**config.mk**
```make
export PLATFORM = sky130hd
export DESIGN_NAME = display_scheduler
export DESIGN_NICKNAME = d
export VERILOG_FILES = /design/src/rtl/display_scheduler_pkg.sv /design/src/rtl/key_debounce.sv /design/src/rtl/display_scheduler.sv
export SDC_FILE = /design/constraint.sdc
export NUM_CORES = 1
export LEC_CHECK = 0
export BUFFER_PORTS_ARGS = -buffer_cell sky130_fd_sc_hd__buf_2
export CORE_UTILIZATION = 55
export DETAILED_ROUTE_END_ITERATION = 10
export PLACE_DENSITY = 0.78
export SYNTH_ARGS = -nofsm -noshare
export SYNTH_HDL_FRONTEND = slang
export SYNTH_SLANG_ARGS = --single-unit
```
**constraint.sdc**
```tcl
create_clock -name clk -period 2.93 [get_ports clk]
set_input_delay 0.4395 -clock clk [delete_from_list [all_inputs] [get_ports clk]]
set_output_delay 0.4395 -clock clk [all_outputs]
set_load 0.02 [all_outputs]
```
**src/rtl/display_scheduler_pkg.sv**
```systemverilog
// Shared types and helpers for the display scheduler.
package display_scheduler_pkg;

    localparam int NUM_SRC = 4;
    localparam int SRC_W   = 16;
    localparam int SEL_W   = 2;

    typedef enum logic [1:0] {
        MANUAL = 2'd0,
        AUTO   = 2'd1,
        FREEZE = 2'd2
    } state_t;

    // Next valid source after cur, scanning round-robin (wrapping 3->0).
    // Returns cur unchanged when no other source is valid.
    function automatic logic [SEL_W-1:0] next_sel(input logic [SEL_W-1:0] cur,
                                                   input logic [NUM_SRC-1:0] valid);
        logic [SEL_W-1:0] cand;
        next_sel = cur;
        // Walk from the farthest offset to the nearest so the nearest wins.
        for (int i = NUM_SRC - 1; i >= 1; i--) begin
            cand = cur + SEL_W'(i);
            if (valid[cand]) next_sel = cand;
        end
    endfunction

endpackage

```
**src/rtl/key_debounce.sv**
```systemverilog
// Single-key debouncer: the stable level follows the raw key only after the
// raw value has differed from it for DEBOUNCE_CYCLES consecutive cycles, and a
// one-cycle pulse marks each debounced rising edge. The raw key is expected to
// be synchronous to clk already.
module key_debounce #(
    parameter int DEBOUNCE_CYCLES = 1_000_000
) (
    input  logic clk,
    input  logic rst,
    input  logic key_raw,
    output logic level,
    output logic pulse
);

    localparam int CNT_W = (DEBOUNCE_CYCLES > 1) ? $clog2(DEBOUNCE_CYCLES) : 1;
    localparam logic [CNT_W-1:0] CNT_MAX = CNT_W'(DEBOUNCE_CYCLES - 1);

    logic [CNT_W-1:0] cnt;

    // Count consecutive cycles of disagreement; any agreement restarts the count.
    always_ff @(posedge clk) begin
        if (rst) begin
            level <= 1'b0;
            pulse <= 1'b0;
            cnt   <= '0;
        end else begin
            pulse <= 1'b0;
            if (key_raw == level) begin
                cnt <= '0;
            end else if (cnt == CNT_MAX) begin
                level <= key_raw;
                pulse <= key_raw;
                cnt   <= '0;
            end else begin
                cnt <= cnt + 1'b1;
            end
        end
    end

endmodule

```
**src/rtl/display_scheduler.sv**
```systemverilog
// Display scheduler: picks one of four 16-bit sources for a registered
// display word, in MANUAL (key2 steps), AUTO (timed dwell) or FREEZE (hold).
// Optional build macro DISPLAY_SCHEDULER_TAG_EN replaces the top nibble of
// the display word with the selected source index.
module display_scheduler
    import display_scheduler_pkg::*;
#(
    parameter int is_simulation   = 0,
    parameter int DWELL_CYCLES    = 50_000_000,
    parameter int DEBOUNCE_CYCLES = 1_000_000
) (
    input  logic        clk,
    input  logic        reset_p,
    input  logic [3:0]  key_sw_p,
    input  logic [3:0]  src_valid,
    input  logic [63:0] src_data,
    output logic [15:0] display_number,
    output logic [3:0]  led_p
);

    localparam int DWELL_EFF = (is_simulation != 0) ? 16 : DWELL_CYCLES;
    localparam int DEB_EFF   = (is_simulation != 0) ? 4  : DEBOUNCE_CYCLES;
    localparam int DW_W      = (DWELL_EFF > 1) ? $clog2(DWELL_EFF) : 1;
    localparam logic [DW_W-1:0] DWELL_MAX = DW_W'(DWELL_EFF - 1);

    logic                          rst;
    logic [2:0]                    key_pulse;
    logic [2:0]                    unused_key_level;
    logic                          k1_pulse, k2_pulse, k3_pulse;
    state_t                        state, state_next, frozen_from;
    logic [SEL_W-1:0]              sel;
    logic [DW_W-1:0]               dwell;
    logic [NUM_SRC-1:0][SRC_W-1:0] src_words;
    logic [SRC_W-1:0]              cur_word;

    assign src_words = src_data;
    assign cur_word  = src_words[sel];
    assign k1_pulse  = key_pulse[0];
    assign k2_pulse  = key_pulse[1];
    assign k3_pulse  = key_pulse[2];

    // Combined reset (external or key0), registered so it lands one cycle later.
    always_ff @(posedge clk) begin
        rst <= reset_p | key_sw_p[0];
    end

    // One debouncer per mode key (key1..key3).
    for (genvar k = 1; k < 4; k++) begin : g_key
        key_debounce #(
            .DEBOUNCE_CYCLES(DEB_EFF)
        ) u_key (
            .clk    (clk),
            .rst    (rst),
            .key_raw(key_sw_p[k]),
            .level  (unused_key_level[k-1]),
            .pulse  (key_pulse[k-1])
        );
    end

    // Mode transitions; key3 is checked first so it beats a coincident key1.
    always_comb begin
        state_next = state;
        case (state)
            MANUAL: begin
                if (k3_pulse)      state_next = FREEZE;
                else if (k1_pulse) state_next = AUTO;
            end
            AUTO: begin
                if (k3_pulse)      state_next = FREEZE;
                else if (k1_pulse) state_next = MANUAL;
            end
            FREEZE: begin
                if (k3_pulse)      state_next = frozen_from;
            end
            default: state_next = MANUAL;
        endcase
    end

    // State register; remembers which mode was frozen so key3 can return to it.
    always_ff @(posedge clk) begin
        if (rst) begin
            state       <= MANUAL;
            frozen_from <= MANUAL;
        end else begin
            state <= state_next;
            if (state != FREEZE && state_next == FREEZE) frozen_from <= state;
        end
    end

    // Source selection and dwell timing. The dwell counter is held at zero
    // outside AUTO so every entry into AUTO starts a full dwell period;
    // src_valid changes never touch it.
    always_ff @(posedge clk) begin
        if (rst) begin
            sel   <= '0;
            dwell <= '0;
        end else if (state == AUTO && state_next == AUTO) begin
            if (dwell == DWELL_MAX) begin
                dwell <= '0;
                sel   <= next_sel(sel, src_valid);
            end else begin
                dwell <= dwell + 1'b1;
            end
        end else begin
            if (state != AUTO) dwell <= '0;
            if (state == MANUAL && state_next == MANUAL && k2_pulse)
                sel <= next_sel(sel, src_valid);
        end
    end

    // Registered outputs: follow the selected source unless frozen; an
    // invalid selected source blanks both the word and the LED.
    always_ff @(posedge clk) begin
        if (rst) begin
            display_number <= '0;
            led_p          <= '0;
        end else if (state != FREEZE) begin
            if (src_valid[sel]) begin
`ifdef DISPLAY_SCHEDULER_TAG_EN
                display_number <= {2'b00, sel, cur_word[11:0]};
`else
                display_number <= cur_word;
`endif
                led_p <= 4'b0001 << sel;
            end else begin
                display_number <= '0;
                led_p          <= '0;
            end
        end
    end

endmodule

```
==> results.cfg <==
[floorplan]
die_h_um = 105
row_count = 37
design.die.area_um2 = 11100
initial_utilization_pct = 56.8
top_level_port_count = 94
core_um2 = 10300
chipWidth_um = 105

[placed_design]
dp_slack_ns = 0.737
place_area_um2 = 6440
dpl_cells = 873
place_hpwl_mm = 8.88
buffer_ports.inserted = 93
globalplace.congestion = 0.896

[yosys]
synth_nets = 751
netlist-cell-type-count = 50
synth_warnings = 0
synth_enable_flop_cells = 0
post_synth_main_area_contributors = dfxtp_1, mux4_2, nor2_1
synth_top_flop_cell = dfxtp_1
post_synth_instance_area_um2 = 5870
netlist.area_leader.share_pct = 40.6
synth.ff_latch_count = 119
postSynthCellCount = 669
post_synth.cell_area_avg_um2 = 8.77
postSynth.asyncResetShare_pct = 0
synthDominantAreaCellType = dfxtp_1
sequential_share_of_the_synthesized_area_pct = 40.6

[power]
power.static_leakage_nw = 2.59
vdd_ir_drop_max_mv = 0.617
netSwitchingPower_mw = 0.765
power_density_nw_per_um2 = 567
clock_power_share_pct = 56.0
power_report.internal_total_mw = 3.25
comb_power_share_pct = 3.3
power.total_mw = 4.01
seq_power_share_pct = 40.7
sw_frac_of_total_pct = 19.1

[critical_path]
path_delay_family = compound AO/OA/AOI/OAI gates
crit_path_top_delay_cell = a21oi_2
type_of_element_capturing_the_critical_path = flip-flop
biggest_fanout_along_the_worst_timing_path = 23
critPathBufInv = 1
worst_setup_path_start_kind = flip-flop
crit_path_cell_chain = ha_1, nand3_1, and4bb_2, a21oi_2, buf_12, a41oi_1, a31oi_1
critical_path_max_stage_delay_ns = 0.49
worstPathArrival_ns = 2.68
worst-endpoint-required_ns = 3.37
timing.setup.critical_path_class = flip-flop to flip-flop
setup.reg_to_reg.worst_slack_ns = 0.69

[timing]
fmaxAchievable_mhz = 447
tightest_pin_transition_ns = 0.905
fin_crit_ns = 2.24
timing.setup.tns_ns = 0
drv_slew = 0
clock_tree_skew_after_final_layout_ns = 0.00626
layout_worst_path_cycle_share_pct = 76.4
postLayoutSetupSlackWorst_ns = 0.693
max_slew_margin_pct = 39.4
final_hold_vios = 0
finalHoldWorstSlack_ns = 0.127
count_of_final_setup_violators = 0
grt_setup_unrepaired = no

[clock_tree]
cts_resized = 0
numClockSinks = 119
post-cts-setup-buffer-count = 0
cts-hold-fix-buffers = 0
ctsRootBufferMaster = clkbuf_8
tritoncts = yes
clk_path_buf_depth = 2
numCtsBuffers = 17
h-tree-depth = 4
clk_transition_reported_paths_ns = 0.06
clock_insertion_delay_worst_skew_ns = 0.52

[global_route]
grt_start_max_net_pins = 41
number_of_global_route_vias_before_repair = 5001
grt.total_usage_pct = 24.8
grt_pass1_wl_mm = 22.3
total_global_routing_overflow = 0
antenna_violations_before_repair = 0

[routing]
avgRoutedWirePerCell_um = 14.3
totalWireLength_mm = 13.0
via_count = 5175
drt_pass1_iterations = 5
drc = 0
drt_iter0_markers = 281
vias_per_cell = 5.72
antenna_violating_nets_post_route = 0

[final_layout]
layout-drive-gt1-share_pct = 20.2
nets = 838
final_core_util_pct = 68.6
final_cell_count_no_fill = 904
syn_to_final_growth_pct = 20.8
num_antenna_cells = 0
post-route-cell-area_um2 = 7080
filler_cell_count = 795

[worst_hold_path]
hp-class = primary input to flip-flop

[run_status]
run_status = finished clean

[job]
maxCapViolCount = 0
layout by cell type, fill, tap and decap left out, types with 11 or more instances in the layout:
cell type / instances
dfxtp_1: 119
clkbuf_16: 16
nand3_1: 63
xnor2_1: 27
a21oi_1: 38
inv_1: 11
nor2_1: 95
mux2i_1: 13
xor2_1: 36
nand4_1: 24
buf_2: 93
nand2_1: 54
and3_1: 20
mux4_2: 17
nor3_1: 13
state kept, by name, indices dropped and copies added, names as in the netlist:
signal             flops
sel                    2
g_key.u_key.cnt       60
dwell                 26
display_number        16
frozen_from            2
g_key.u_key.pulse      3
rst                    1
led_p                  4
state                  2
g_key.u_key.level      3
cell usage after synthesis, types with 2 or more instances:
library cell / number
a32oi_1: 3
and4_1: 7
xor2_1: 36
dfxtp_1: 119
buf_2: 6
mux2_2: 2
mux4_2: 17
mux2i_1: 13
inv_1: 11
or3_1: 6
nand4_1: 24
clkbuf_1: 25
a21o_1: 3
nor2b_1: 6
nand3b_1: 5
nor4_1: 2
nor4b_1: 8
nand2_1: 54
nand3_1: 63
nor3_1: 13
nor3b_1: 4
and2_1: 8
ha_1: 8
or4_1: 2
o21a_1: 2
o21ai_0: 7
buf_1: 2
nand2b_1: 6
nor2_1: 95
and3_1: 20
a211oi_1: 2
a31oi_1: 8
xnor2_1: 27
o211ai_1: 2
a21oi_1: 38
worst paths after layout:
| check | end | cells past startpoint | startpoint |
|---|---|---|---|
| worst min-delay path | rst | 2 | reset_p |
| worst max register to register | dwell[17] | 7 | dwell[0] |
| worst max-delay path | dwell[17] | 7 | dwell[0] |
| worst min register to register | g_key[1].u_key.cnt[0] | 1 | g_key[1].u_key.cnt[0] |
cells by family (layout without fill, tap and decap cells):
kind of cell	after synthesis	after routing	synth area share [%]
adders and majority gates	8	8	1.71
xor gates and xnor gates	63	63	9.41
buffers and inverters	45	144	3.14
muxes	32	32	9.13
and+or+nand+nor	330	330	28.7
AOI/OAI and AO/OA	72	72	7.27
DFF	119	119	40.6
worst reg2reg max path, cell delays in order (launching register included):
cell and delay (ns):
dfxtp_1 0.35, ha_1 0.25, nand3_1 0.23, and4bb_2 0.31, a21oi_2 0.49, buf_12 0.23
a41oi_1 0.15, a31oi_1 0.17
area by class of cell:
class / instances / area, um^2 / share of cell area (%)
sequential: 119 / 2380 / 33.6
clock inverter: 8 / 168 / 2.37
tap: 136 / 170 / 2.40
timing repair buffer: 102 / 546 / 7.70
inverter: 11 / 41.3 / 0.583
multi-input combinational: 505 / 3300 / 46.6
clock buffer: 23 / 477 / 6.73
routing by layer:
metal / track usage, % / up-vias / routed length, um
met2: 42.2 / 150 / 6580
met4: 10.7 / 0 / 198
met1: 30.2 / 2451 / 5540
met3: 5.57 / 21 / 647
li1: - / 2553 / -
met5: 0 / - / 0
power groups by stage:
stage / clock [mW] / combinational, mW / sequential, mW
after global placement: 0 / 0.129 / 1.67
after floorplan: 0 / 0.0589 / 1.68
after detailed placement: 0 / 0.134 / 1.67
after global routing: 2.35 / 0.146 / 1.63
after CTS: 2.27 / 0.134 / 1.63
final: 2.25 / 0.133 / 1.63
No activity file was read; power rests on OpenSTA's default activity.
